===== config.mk =====
export PLATFORM = sky130hd
export DESIGN_NAME = request_handler_flat
export DESIGN_NICKNAME = d
export VERILOG_FILES = /design/src/rtl/request_handler_pkg.sv /design/src/rtl/request_handler_if.sv /design/src/rtl/request_handler_onehot_decoder.sv /design/src/rtl/request_handler.sv /design/src/flat_wrapper.sv
export SDC_FILE = /design/constraint.sdc
export NUM_CORES = 1
export LEC_CHECK = 0
export BUFFER_PORTS_ARGS = -buffer_cell sky130_fd_sc_hd__buf_2
export CORE_MARGIN = 3
export CORE_UTILIZATION = 50
export CTS_CLUSTER_SIZE = 20
export DETAILED_ROUTE_END_ITERATION = 16
export PLACE_DENSITY = 0.75
export SETUP_SLACK_MARGIN = 0.5
export SYNTH_ARGS = -nofsm -noshare
export SYNTH_HDL_FRONTEND = slang
export SYNTH_SLANG_ARGS = --single-unit

===== constraint.sdc =====
create_clock -name clock -period 1.7 [get_ports clock]
set_input_delay 0.255 -clock clock [delete_from_list [all_inputs] [get_ports clock]]
set_output_delay 0.255 -clock clock [all_outputs]
set_load 0.01 [all_outputs]

===== src/rtl/request_handler_pkg.sv =====
// Shared definitions for the two-byte request handler: FSM encodings,
// device count and the address-valid test.
package request_handler_pkg;

   typedef enum logic [2:0] {
      IDLE         = 3'd0,
      WAIT_ADDR    = 3'd1,
      DECODE       = 3'd2,
      WAIT_RELEASE = 3'd3
   } state_t;

   localparam int DEVICE_COUNT = 32;
   localparam int ADDR_LIMIT   = DEVICE_COUNT;
   localparam int SEL_W        = $clog2(DEVICE_COUNT);

   function automatic logic addr_valid(input logic [7:0] addr);
      return addr < 8'(ADDR_LIMIT);
   endfunction

endpackage


===== src/rtl/request_handler_if.sv =====
// Byte input from the UART receiver and the decoded request outputs.
interface request_handler_if;
   import request_handler_pkg::*;

   logic                    enable;
   logic [7:0]              received_data;
   logic                    has_request;
   logic [7:0]              request;
   logic                    device_selected;
   logic [DEVICE_COUNT-1:0] device_selector;
   logic [2:0]              debug_state;

   modport master (
      output enable, received_data,
      input  has_request, request, device_selected, device_selector, debug_state
   );

   modport slave (
      input  enable, received_data,
      output has_request, request, device_selected, device_selector, debug_state
   );

endinterface


===== src/rtl/request_handler_onehot_decoder.sv =====
// 5-bit address to 32-bit one-hot decode; all zeros when en is low.
module onehot_decoder
   import request_handler_pkg::*;
(
   input  logic [SEL_W-1:0]        addr,
   input  logic                    en,
   output logic [DEVICE_COUNT-1:0] onehot
);

   always_comb begin
      onehot = '0;
      if (en) onehot[addr] = 1'b1;
   end

endmodule


===== src/rtl/request_handler.sv =====
// Two-byte request decoder: code byte, then device address byte, then a
// registered one-hot device select with a single-cycle request strobe.
module request_handler
   import request_handler_pkg::*;
#(
   parameter int TIMEOUT_CYCLES = 50000
)
(
   input  logic             clock,
   input  logic             reset_n,
   request_handler_if.slave bus
);

   localparam int CNT_W = (TIMEOUT_CYCLES > 1) ? $clog2(TIMEOUT_CYCLES) : 1;
   localparam logic [CNT_W-1:0] CNT_LAST = CNT_W'(TIMEOUT_CYCLES - 1);

   state_t                  state;
   logic [CNT_W-1:0]        idle_cnt;
   logic [7:0]              pend_code;
   logic [7:0]              pend_addr;
   logic                    has_request_r;
   logic [7:0]              request_r;
   logic                    selected_r;
   logic [DEVICE_COUNT-1:0] selector_r;
   logic [DEVICE_COUNT-1:0] dec_out;
   logic                    addr_ok;

   assign addr_ok = addr_valid(pend_addr);

   onehot_decoder u_dec (
      .addr   (pend_addr[SEL_W-1:0]),
      .en     (addr_ok),
      .onehot (dec_out)
   );

   always_ff @(posedge clock) begin
      if (!reset_n) begin
         state         <= IDLE;
         idle_cnt      <= '0;
         pend_code     <= '0;
         pend_addr     <= '0;
         has_request_r <= 1'b0;
         request_r     <= '0;
         selected_r    <= 1'b0;
         selector_r    <= '0;
      end else begin
         has_request_r <= 1'b0;
         case (state)
            IDLE: begin
               if (bus.enable) begin
                  pend_code <= bus.received_data;
                  state     <= WAIT_ADDR;
               end
            end
            WAIT_ADDR: begin
               if (bus.enable) begin
                  pend_addr <= bus.received_data;
                  idle_cnt  <= '0;
                  state     <= DECODE;
               end else if (idle_cnt == CNT_LAST) begin
                  // Receiver went quiet mid-transaction: drop the code byte.
                  idle_cnt  <= '0;
                  pend_code <= '0;
                  state     <= IDLE;
               end else begin
                  idle_cnt <= idle_cnt + 1'b1;
               end
            end
            DECODE: begin
               selector_r <= dec_out;
               selected_r <= addr_ok;
               if (addr_ok) begin
                  request_r     <= pend_code;
                  has_request_r <= 1'b1;
               end
               state <= WAIT_RELEASE;
            end
            WAIT_RELEASE: begin
               if (!bus.enable) state <= IDLE;
            end
            default: state <= IDLE;
         endcase
      end
   end

   assign bus.has_request     = has_request_r;
   assign bus.request         = request_r;
   assign bus.device_selected = selected_r;
   assign bus.device_selector = selector_r;
   assign bus.debug_state     = state;

endmodule


===== src/flat_wrapper.sv =====
// flat-port wrapper written by rule: the top's interface ports become plain ports
module request_handler_flat import request_handler_pkg::*;
#(
   parameter int TIMEOUT_CYCLES = 50000
)
  (clock, reset_n, bus_enable, bus_received_data, bus_has_request, bus_request, bus_device_selected, bus_device_selector, bus_debug_state);
  request_handler_if bus_i ();
  input  logic clock;
  input  logic reset_n;
  input wire logic [$bits(bus_i.enable)-1:0] bus_enable;
  input wire logic [$bits(bus_i.received_data)-1:0] bus_received_data;
  output wire logic [$bits(bus_i.has_request)-1:0] bus_has_request;
  output wire logic [$bits(bus_i.request)-1:0] bus_request;
  output wire logic [$bits(bus_i.device_selected)-1:0] bus_device_selected;
  output wire logic [$bits(bus_i.device_selector)-1:0] bus_device_selector;
  output wire logic [$bits(bus_i.debug_state)-1:0] bus_debug_state;
  assign bus_i.enable = bus_enable;
  assign bus_i.received_data = bus_received_data;
  assign bus_has_request = bus_i.has_request;
  assign bus_request = bus_i.request;
  assign bus_device_selected = bus_i.device_selected;
  assign bus_device_selector = bus_i.device_selector;
  assign bus_debug_state = bus_i.debug_state;
  request_handler #(.TIMEOUT_CYCLES(TIMEOUT_CYCLES)) u_core (.clock(clock), .reset_n(reset_n), .bus(bus_i));
endmodule

### Word-level counts from Yosys, hierarchy flattened

Cells that the tools add are included.
Widths: inputs -> output; s select.

* bits in registers: 77
* latch bits: 0
* RAM bits: 0
* memory bits (read-only): 0
* bits of input ports: 11
* output and inout port bits: 45
* word-level logic and storage cells: 44
* memories kept: 0

* add/subtract/negate cells: 1
* multipliers: 0
* divide/modulo/power cells: 0
* order comparisons: 3
* eq/ne operators: 9
* shifts and indexed selects: 0
* muxes and demuxes: 15
* bitwise gates (word level): 0
* reduce and logical (&&, ||, !) cells: 8

Operators by type and width (count)
* $mux 16: 2
* $mux 32: 1
* $mux 8: 3
* $add 16x1->16 const B: 1
* $eq 16x16->1 const B: 1
* $pmux 8 s2: 1
* $mux 3: 4
* $pmux 3 s4: 1
* $lt 8x6->1 const B: 1
* $eq 3x2->1 const B: 2
* $lt 5x6->1 const B: 1
* $ne 2x2->1 const B: 3
* $reduce_and 2->1: 3
* $demux 1 s5: 1
* $ge 5x1->1 const B: 1
* $reduce_and 4->1: 1
* $eq 3x1->1 const B: 1
* $logic_not 3->1: 1
* $ne 3x2->1 const B: 1
* $reduce_and 3->1: 1
* $mux 1: 2
* $ne 2x1->1 const B: 1
* $reduce_bool 2->1: 1
* $logic_and 1x1->1: 1

### Longest topological paths before layout

Gate-level depths: netlist of the first run.

* depth after elaboration: 5
* gate-level depth with buffers: 7

### Modules after synthesis

Synthesis of the first run repeated with hierarchy kept, for this count alone.

* cell total of the unflattened synthesis: 413
* area, all modules: 3418.3 sq um

Modules (own cells, without submodules)
* request_handler: times used 1, cells each 366, area an instance 3188.1 sq um, sequential area each 1521.5 sq um
* onehot_decoder: times used 1, cells each 47, area an instance 230.2 sq um, sequential area each 0.0 sq um

### Worst setup path after synthesis of the first run

No wires, ideal clock.

* kind: register to register
* start: register u_core.idle_cnt[0]
* end: register u_core.idle_cnt[3]
* library setup time: 0.060 ns
* data arrival time: 1.649 ns
* required time: 1.640 ns
* setup slack: -0.009 ns
* cell stages (with the launch flop): 8
* buffers on the path: 1
* path through: dfxtp_1 > ha_1 > buf_2 > and4b_1 > a41oi_2 > nand2_2 > o211ai_1 > and3b_1

* cells in the longest elaborated chain, start to end: 3
* elaborated cells on any way between the ends: 4
* those cells by class: add/sub: 1; eq/ne: 1; mux: 2

RTL lines
* start, declared: line request_handler.sv:18 `logic [CNT_W-1:0] idle_cnt;`
* start signal, assigned: line request_handler.sv:66 `idle_cnt <= idle_cnt + 1'b1;`
* $add 16x1->16 / $eq 16x16->1 (equally long branches): line request_handler.sv:66, request_handler.sv:60
* $mux 16 *: line request_handler.sv:60 `end else if (idle_cnt == CNT_LAST) begin`
* $mux 16 *: line request_handler.sv:56 `if (bus.enable) begin`

Every way passes the cells marked *; elsewhere a longest branch is shown, timed or not.
A chain may end at the register's enable or synchronous reset.

### Worst setup path in the final report of the first run

Ends and elaborated chain as after synthesis.

==> results of run 1 <==
-- layout make-up --
class | count | area (um^2)
fill | 469 | 1790
tap | 75 | 93.8
timing repair buffer | 90 | 618
clock buffer | 10 | 138
clock inverter | 6 | 71.3
inverter | 4 | 15.0
sequential | 76 | 1560
multi-input combinational | 247 | 1740
-- layout by cell type, fill, tap and decap left out, types with 7 or more instances in the layout --
cell type	Yosys	layout
dfxtp_2	0	10
nand2_1	58	56
nor2b_1	12	11
o21ai_2	0	7
a21boi_1	0	15
nand3b_1	7	7
a21boi_0	25	7
nand3_1	15	9
buf_2	4	54
dfxtp_1	76	60
clkbuf_8	0	10
o21ai_1	0	31
buf_4	1	26
-- per-stage QoR --
stage | total power [mW] | cell area [um^2] | hold slack, ns | setup slack (ns) | utilization
4_1_cts | 3.60 | 3980 | 0.144 | 0.149 | 0.661
3_3_place_gp | 2.15 | 3590 | 0.433 | 0.107 | 0.595
5_1_grt | 3.80 | 4230 | 0.144 | 0.0229 | 0.702
2_1_floorplan | 2.07 | 3240 | 0.400 | 0.157 | -
6_report | 3.65 | 4230 | 0.154 | 0.129 | 0.702
3_5_place_dp | 2.16 | 3590 | 0.442 | 0.0798 | 0.595
-- layer usage --
metal  GRT usage  routed length (um)  vias to the layer above
met1       0.272                3520                     1333
li1            -                   -                     1400
met2       0.334                3770                       86
met5           0                   0                        -
met4       0.106                 125                        0
met3      0.0379                 444                       11
-- worst paths after layout --
check / end / slack [ns] / depth (start not counted)
worst max-delay path: u_core.idle_cnt[3]$_SDFFE_PN0P_ / 0.13 / 6
worst min-delay path: u_core.pend_code[7]$_SDFFE_PN0P_ / 0.15 / 3
worst max register to register: u_core.idle_cnt[3]$_SDFFE_PN0P_ / 0.13 / 6
worst min register to register: u_core.bus.device_selector[13]$_SDFFE_PN0N_ / 0.45 / 2
-- logic make-up after synthesis --
kind of cell,count (synthesis),share of synthesized area
xor gates and xnor gates,3,0.00832
buffers and inverters,26,0.0361
other,1,0.00119
AOI/OAI and AO/OA,91,0.185
and+or+nand+nor,143,0.258
adders and majority gates,1,0.00396
muxes,8,0.0254
DFF,76,0.482
-- timing repair --
action	in CTS	in global routing
gates resized for setup	32	46
pin swaps	13	17
buffers inserted	16	8
gates cloned	0	1
endpoints found under the setup margin	74	72
-- registers in the layout (all words and copies together), names as in the netlist --
register / flops
u_core.bus.debug_state: 2
u_core.bus.device_selected: 1
u_core.bus.device_selector: 32
u_core.bus.has_request: 1
u_core.bus.request: 8
u_core.idle_cnt: 16
u_core.pend_addr: 8
u_core.pend_code: 8
-- power by group through the flow --
stage          clock (mW)  combinational (mW)  sequential (mW)
2_1_floorplan           0               0.190             1.88
4_1_cts              1.46               0.291             1.85
3_3_place_gp            0               0.263             1.89
3_5_place_dp            0               0.266             1.89
5_1_grt              1.55               0.395             1.85
6_report             1.43               0.366             1.85
-- worst min-delay path, delay by kind of cell --
kind                   cells  cell delay [ns]
buffers and inverters      1             0.11
AO/OA/AOI/OAI              1             0.05
AND/OR/NAND/NOR            1             0.05
-- synth_stat cells (2+ instances only) --
| cell | number |
|---|---|
| a21boi_0 | 25 |
| a21oi_1 | 7 |
| a22o_1 | 6 |
| a32o_1 | 2 |
| and2_1 | 6 |
| and2b_1 | 2 |
| and3_1 | 3 |
| and4_1 | 3 |
| and4b_1 | 3 |
| buf_2 | 4 |
| clkbuf_1 | 15 |
| dfxtp_1 | 76 |
| inv_1 | 4 |
| mux2i_1 | 8 |
| nand2_1 | 58 |
| nand2b_1 | 2 |
| nand3_1 | 15 |
| nand3b_1 | 7 |
| nand4_1 | 4 |
| nand4b_1 | 3 |
| nor2_1 | 6 |
| nor2b_1 | 12 |
| nor3_1 | 3 |
| nor3b_1 | 2 |
| o21ai_0 | 41 |
| o22ai_1 | 2 |
| o32ai_1 | 2 |
| or3b_2 | 2 |
| xnor2_1 | 2 |
==> run_results.csv, run 1 <==
group,metric,value,unit
outcome,status,"completed",
cts,cts_root_buf,"clkbuf_8",
sta,drv_slew,0,
drt,drc,0,
pwr,p_switching,940,uW
logic_synthesis,ys.flop_type,"dfxtp_1",
drt,totalWireLength,7.86,mm
worst_setup_path,critPathTopFamily,"simple AND/OR/NAND/NOR gates",
drt,vias_per_cell,5.57,
die,die_h,85.5,um
global_route,grt_pass1_wl,12.2,mm
cts,cts_buffers,9,
logic_synthesis,ys_async_sr_fraction,0,
worst_setup_path,critPathMaxFanout,8,
drt,final_antenna_net_count,0,
worst_setup_path,r2r-start,"u_core.idle_cnt[0]$_SDFFE_PN0P_",
drt,routedWlPerCell,15.5,um
sta,finalSetupViolCount,0,
cts,h-tree-depth,3,
worst_setup_path,critPathSlowestCell,"dfxtp_4",
logic_synthesis,syn_inst,349,
layout,drive_gt1_frac,0.388,
worst_setup_path,startpoint,"u_core.idle_cnt[0]$_SDFFE_PN0P_",
placed_design,dp_hpwl,4.85,mm
global_route,track_usage,0.210,
logic_synthesis,synth_area_per_cell,9.05,um^2
pwr,internal_power,2.71,mW
logic_synthesis,synth_top_area_share,0.482,
logic_synthesis,syn_area,3160,um^2
sta,fin_setup_tns,0,ns
pwr,power_density,862,nW/um^2
placed_design,dp_cells,467,
worst_hold_path,holdCritStartpoint,"bus_received_data[7]",
pwr,p_leak,1.68,nW
cts,clockBufferDepth,2,
pwr,pwr-share-seq,0.506,
pwr,swShare,0.258,
global_route,grt_pass1_vias,2622,
logic_synthesis,synth_largest_area_cell,"dfxtp_1",
drt,first_pass_iters,4,
pwr,p_comb_frac,0.100,
layout,fin_nets,440,
placed_design,gp_congestion,0.848,
worst_setup_path,critical_path_buf_inv_count,0,
logic_synthesis,yosysWarnings,0,
logic_synthesis,ys_ff_latch,76,
logic_synthesis,synth_edf_count,0,
cts,clk_pin_slew,0.09,ns
worst_hold_path,hold_class,"primary input to flop",
die,pin_count,56,
placed_design,io_buffers,54,
worst_setup_path,worst-setup-path-type,"flop to flop",
cts,tritoncts,"done",
sta,rsz0062_at_grt,"true",
sta,fin_crit,1.57,ns
layout,synthToLayoutAreaGrowth,34.0,%
global_route,antenna_found_initial,0,
worst_setup_path,crit_path_max_incr_delay,0.36,ns
cts,clk-insertion-delay-late,0.35,ns
logic_synthesis,ys_top_cells_by_area,"dfxtp_1, nand2_1, o21ai_0, a21boi_0, mux2i_1",
die,dieArea,7300,um^2
die,die_x,85.5,um
drt,initialDrtViolationCount,144,
pwr,vdd_drop_max,0.000541,V
drt,routed-via-count,2830,
die,initial_core_util,0.524,
logic_synthesis,ys_seq_area_frac,0.482,
sta,clock.fmax,637,MHz
sta,fin_crit_sh,0.924,
layout,stdcell_count,508,
worst_setup_path,path_cells,"ha_4 > and4b_2 > a41oi_4 > nand2_4 > o211ai_1 > and3b_1",
die,rows,28,
worst_setup_path,crit_required,1.99,ns
flow_run,maxCapViolations,0,
worst_setup_path,endpoint_kind,"flop",
global_route,overflow,0,
layout,diodes,0,
global_route,grt_max_degree,33,
logic_synthesis,ys_types,53,
sta,finalHoldViolCount,0,
die,core,6030,um^2
pwr,p_clk_frac,0.393,
cts,cts_sinks,76,
cts,cts_hold_buf,0,
sta,fin_skew,0.0104,ns
logic_synthesis,syn_nets,361,
worst_setup_path,critPathLaunchType,"flop",
worst_setup_path,crit_arrival,1.87,ns
No activity file was read; power rests on OpenSTA's default activity.
==> run 2: changes to the inputs <==
CORE_UTILIZATION = 55   (was 50)
PLACE_DENSITY = 0.79   (was 0.75)
clock period = 2 ns   (was 1.7 ns; I/O delays follow)
==> run_results.csv, run 2 (same netlist as run 1, synthesis figures left out) <==
group,metric,value,unit
pwr,vdd_drop_max,0.000589,V
die,initial_core_util,0.592,
die,dieArea,6680,um^2
worst_setup_path,startpoint,"u_core.idle_cnt[1]$_SDFFE_PN0P_",
worst_setup_path,rr_endpoint,"u_core.bus.debug_state[0]$_SDFFE_PN0P_",
die,rows,26,
drt,totalWireLength,7.21,mm
worst_setup_path,r2r_slack,0.45,ns
worst_setup_path,r2r-start,"u_core.idle_cnt[1]$_SDFFE_PN0P_",
worst_setup_path,crit_required,2.24,ns
placed_design,io_buffers,54,
outcome,status,"completed",
flow_run,maxCapViolations,0,
worst_setup_path,worst-setup-path-type,"flop to flop",
worst_setup_path,ff2ff_path_depth,6,
sta,whs,0.193,ns
layout,most-common-layout-cells,"dfxtp_1, nand2_1, buf_2",
sta,finalHoldViolCount,0,
worst_hold_path,min_path_cells,3,
sta,finalSetupViolCount,0,
drt,final_antenna_net_count,0,
worst_hold_path,holdCritStartpoint,"bus_received_data[5]",
sta,fin_crit_sh,0.775,
global_route,antenna_found_initial,0,
layout,drive_gt1_frac,0.309,
drt,dr_wl_met2,3.50,mm
placed_design,dp_hpwl,4.76,mm
sta,clock.fmax,645,MHz
cts,clk-insertion-delay-late,0.35,ns
drt,vias_per_cell,5.64,
cts,cts_root_buf,"clkbuf_8",
die,core,5340,um^2
global_route,overflow,0,
sta,fin_crit,1.55,ns
worst_hold_path,holdPathEnd,"u_core.pend_code[5]$_SDFFE_PN0P_",
sta,drv_slew,0,
cts,h-tree-depth,3,
layout,fin_nets,424,
cts,clk_pin_slew,0.08,ns
global_route,track_usage,0.232,
pwr,p_leak,1.56,nW
drt,routedWlPerCell,14.8,um
drt,top_layer_used,"met4",
drt,first_pass_iters,4,
drt,initialDrtViolationCount,252,
drt,m1WireLength,3.13,mm
cts,cts_buffers,9,
die,die_x,81.8,um
sta,fin_setup_tns,0,ns
layout,n_fill_cell,412,
worst_setup_path,endpoint_kind,"flop",
die,pin_count,56,
sta,rsz0062_at_grt,"true",
layout,synthToLayoutAreaGrowth,23.2,%
pwr,power_density,747,nW/um^2
layout,diodes,0,
global_route,grt_max_degree,34,
drt,drc,0,
cts,cts_sinks,76,
layout,largest_reg_flops,32,
global_route,grt_pass1_wl,11.9,mm
worst_setup_path,critPathMaxFanout,8,
worst_setup_path,critPathLaunchType,"flop",
drt,met3RoutedLength,474,um
sta,fin_skew,0.00898,ns
cts,clockBufferDepth,2,
cts,tritoncts,"done",
layout,final_util,0.729,
global_route,grt_pass1_vias,2551,
worst_hold_path,hold_class,"primary input to flop",
die,die_h,81.8,um
worst_setup_path,crit_arrival,1.79,ns
placed_design,gp_congestion,0.877,
drt,routed-via-count,2748,
layout,mostFrequentLayoutCell,"dfxtp_1",
cts,cts_hold_buf,0,
run 2: cell count changes in the layout (fill, tap and decap cells not counted), sizes merged:
cell      before  now
buf           89   74
bufinv         1    0
clkbuf        11   10
clkinv         1    3
clkinvlp       2    0
inv            6    7
run 2: stage by stage:
| step | cells | instance area [um^2] | total power, mW | setup slack [ns] |
|---|---|---|---|---|
| 2_1_floorplan | 349 | 3190 | 1.75 | 0.451 |
| 3_3_place_gp | 455 | 3470 | 1.81 | 0.337 |
| 3_5_place_dp | 455 | 3470 | 1.81 | 0.309 |
| 4_1_cts | 483 | 3800 | 2.89 | 0.426 |
| 5_1_grt | 487 | 3890 | 3.01 | 0.359 |
| 6_report | 487 | 3890 | 2.91 | 0.450 |
run 2: critical path: stages (launching register included):
cell      delay [ns]
dfxtp_2         0.36
ha_4            0.16
and4b_1         0.25
a41oi_4         0.20
buf_4           0.20
a211oi_1        0.22
nor2_1          0.07
run 2: worst max path at each step:
stage	to	slack [ns]
2_1_floorplan	u_core.idle_cnt[3]$_SDFFE_PN0P_	0.45
3_3_place_gp	u_core.idle_cnt[3]$_SDFFE_PN0P_	0.34
3_5_place_dp	u_core.idle_cnt[3]$_SDFFE_PN0P_	0.31
4_1_cts	u_core.idle_cnt[3]$_SDFFE_PN0P_	0.43
5_1_grt	u_core.idle_cnt[3]$_SDFFE_PN0P_	0.36
6_report	u_core.bus.debug_state[0]$_SDFFE_PN0P_	0.45
run 2: report_power, final:
group	switching [mW]	internal, mW	total, mW
Clock	0.611	0.496	1.11
Combinational	0.134	0.0979	0.232
Sequential	0.0326	1.53	1.57
Total	0.777	2.13	2.91
run 2: cell type report:
cell class	instances	area (um^2)	area share
Tap cell	70	87.6	0.0225
Multi-Input combinational cell	247	1620	0.416
Sequential cell	76	1560	0.401
Timing Repair Buffer	74	428	0.110
Clock buffer	10	138	0.0354
Inverter	4	15.0	0.00386
Clock inverter	6	45.0	0.0116
run 2: layer usage:
metal  GRT usage  vias to the layer above
met2       0.376                       88
met1       0.296                     1292
met3      0.0570                       10
li1            -                     1358
met5           0                        -
met4      0.0947                        0
run 2: what timing repair did:
item	in CTS	in global routing
setup endpoints to repair	52	62
pin swaps	7	12
cloned	0	0
gates resized for setup	25	50
setup buffers	12	4
==> run 3: changes to the inputs <==
ABC_AREA = 1   (was unset)
CORE_UTILIZATION = 50   (was 55)
PLACE_DENSITY = 0.75   (was 0.79)
clock period = 1.4 ns   (was 2 ns; I/O delays follow)
==> run_results.csv, run 3 <==
group,metric,value,unit
pwr,power_density,1010,nW/um^2
placed_design,io_buffers,54,
layout,n_fill_cell,353,
drt,first_pass_iters,5,
drt,initialDrtViolationCount,344,
drt,final_antenna_net_count,0,
outcome,violations,"negative setup slack",
logic_synthesis,synth_top_family_by_area,"simple AND/OR/NAND/NOR gates",
drt,totalWireLength,11.0,mm
sta,fin_setup_tns,-0.0439,ns
worst_setup_path,critPathMaxFanout,6,
layout,mostFrequentLayoutCell,"nand2_1",
layout,final_design_area_no_fill,4850,um^2
cts,clockBufferDepth,2,
die,rows,28,
logic_synthesis,synthTopCellsByCount,"nand2_1, dfxtp_1, nand3_1",
logic_synthesis,synth_edf_count,0,
placed_design,gp_congestion,0.838,
die,die_x,85.5,um
worst_hold_path,hold_class,"primary input to flop",
drt,vias_per_cell,5.90,
logic_synthesis,ys_ff_latch,76,
logic_synthesis,synth_xor_area_frac,0.00832,
logic_synthesis,synthAdderAreaFrac,0.00396,
sta,drv_slew,0,
worst_setup_path,crit_required,1.65,ns
global_route,antenna_found_initial,0,
cts,cts_root_buf,"clkbuf_8",
cts,clk-insertion-delay-late,0.36,ns
logic_synthesis,yosysWarnings,0,
pwr,p_leak,1.92,nW
drt,drc,0,
logic_synthesis,ys_types,30,
global_route,grt_max_degree,67,
worst_setup_path,worst-setup-path-type,"flop to flop",
die,initial_core_util,0.524,
drt,routed-via-count,3566,
logic_synthesis,syn_inst,433,
logic_synthesis,ys.flop_type,"dfxtp_1",
layout,final_util,0.805,
logic_synthesis,syn_area,3160,um^2
sta,layout_setup_ws,-0.0168,ns
sta,finalHoldViolCount,0,
global_route,track_usage,0.254,
global_route,overflow,0,
layout,fin_nets,536,
global_route,busiest_layer,"met2",
die,pin_count,56,
logic_synthesis,syn_nets,445,
logic_synthesis,yosysMostFrequentCell,"nand2_1",
logic_synthesis,synth_area_per_cell,7.30,um^2
worst_setup_path,endpoint_kind,"flop",
sta,fin_crit_sh,1.01,
die,core,6030,um^2
outcome,status,"complete, but fails checks",
drt,routedWlPerCell,18.2,um
global_route,use_met1,0.307,
layout,diodes,0,
sta,clock.fmax,706,MHz
cts,tritoncts,"done",
cts,h-tree-depth,3,
die,dieArea,7310,um^2
logic_synthesis,ys_async_sr_fraction,0,
flow_run,maxCapViolations,0,
logic_synthesis,yosys.area_share.simple,0.304,
layout,synthToLayoutAreaGrowth,53.6,%
worst_setup_path,crit_arrival,1.67,ns
global_route,gr-usage-met2,0.424,
die,die_h,85.5,um
sta,rsz0062_at_grt,"true",
sta,fin_skew,0.0143,ns
logic_synthesis,ys_seq_area_frac,0.482,
layout,drive_gt1_frac,0.495,
cts,cts_buffers,9,
layout,most-common-layout-cells,"nand2_1, nand3_1, dfxtp_2",
pwr,vdd_drop_max,0.00103,V
logic_synthesis,synth_largest_area_cell,"dfxtp_1",
cts,cts_sinks,76,
logic_synthesis,synth.area.mux_share,0,
cts,clk_pin_slew,0.08,ns
global_route,grt_pass1_wl,14.7,mm
sta,fin_crit,1.42,ns
placed_design,postPlaceCellArea,3640,um^2
logic_synthesis,synth_compound_area_frac,0.139,
placed_design,dp_hpwl,5.26,mm
global_route,met3_usage,0.0634,
logic_synthesis,ys_top_cells_by_area,"dfxtp_1, nand3_1, nand2_1, o21ai_0, nor2_1",
global_route,grt_pass1_vias,3150,
worst_setup_path,critPathLaunchType,"flop",
logic_synthesis,synth_top_area_share,0.482,
sta,finalSetupViolCount,4,
layout,largest_reg_flops,32,
[run 3: cell types whose count changed in the layout (fill, tap and decap cells not counted), moves of 14 or more]
| cell | delta |
|---|---|
| buf_6 | +45 |
| nand2_1 | +14 |
| dfxtp_1 | -41 |
| inv_1 | +16 |
| o21ai_2 | +25 |
| nand3_1 | +43 |
| buf_2 | -44 |
| a21oi_2 | +14 |
| nor2_1 | +36 |
| buf_4 | +14 |
| dfxtp_2 | +42 |
[run 3: area by class of cell]
class	count	area, um^2	area share
Inverter	28	124	0.0255
Timing Repair inverter	2	15.0	0.00309
Multi-Input combinational cell	311	1810	0.373
Sequential cell	76	1610	0.331
Clock inverter	5	66.3	0.0137
Timing Repair Buffer	96	975	0.201
Tap cell	75	93.8	0.0193
Clock buffer	11	163	0.0335
[run 3: logic make-up after synthesis]
family / after synthesis
and+or+nand+nor: 219
AOI/OAI and AO/OA: 86
DFF: 76
buffers and inverters: 47
xor gates and xnor gates: 3
adders and majority gates: 1
other: 1
[run 3: metrics by stage]
stage / instances / power (mW) / setup WS (ns) / hold slack [ns]
after floorplan: 433 / 2.68 / 0.176 / 0.345
after global placement: 554 / 2.81 / 0.0717 / 0.454
after detailed placement: 554 / 2.82 / 0.0504 / 0.466
after CTS: 589 / 4.77 / 0.104 / 0.118
after global routing: 604 / 5.07 / -0.132 / 0.143
final: 604 / 4.91 / -0.0168 / 0.144
[run 3: worst max-delay path, stage by stage, from the launching register on]
cell        delay, ns
dfxtp_2          0.41
nand2_1          0.08
inv_1            0.07
nand2_1          0.07
nor2_2           0.17
nand2_4          0.09
nand2_4          0.09
clkinvlp_4       0.16
nand2_1          0.11
a21oi_1          0.06
[run 3: path summary, 6_finish.rpt]
kind,from,to,slack [ns],cells past startpoint
worst min-delay path,bus_received_data[6],u_core.pend_addr[6]$_SDFFE_PN0P_,0.14,3
worst max-delay path,u_core.idle_cnt[14]$_SDFFE_PN0P_,u_core.idle_cnt[3]$_SDFFE_PN0P_,-0.02,9
worst max register to register,u_core.idle_cnt[14]$_SDFFE_PN0P_,u_core.idle_cnt[3]$_SDFFE_PN0P_,-0.02,9
worst min register to register,u_core.pend_code[3]$_SDFFE_PN0P_,u_core.pend_code[3]$_SDFFE_PN0P_,0.48,2
[run 3: power breakdown]
part,switching [mW],total (mW),internal (mW)
sequential,0.0687,2.31,2.24
clock,0.890,1.89,0.999
combinational,0.416,0.715,0.299
total,1.37,4.91,3.53
[run 3: what timing repair did]
item                       in CTS  in global routing
hold buffers                    0                  0
gates resized for setup       162                 65
cloned                          2                  4
setup buffers                  17                 11
hold endpoints to repair        0                  0
setup endpoints to repair     119                120
pin swaps                      14                 14
[run 3: metal layers]
metal	vias to the layer above	wire length, um
li1	1628	-
met1	1687	4170
met2	196	5490
met3	55	878
met4	0	426
met5	-	0
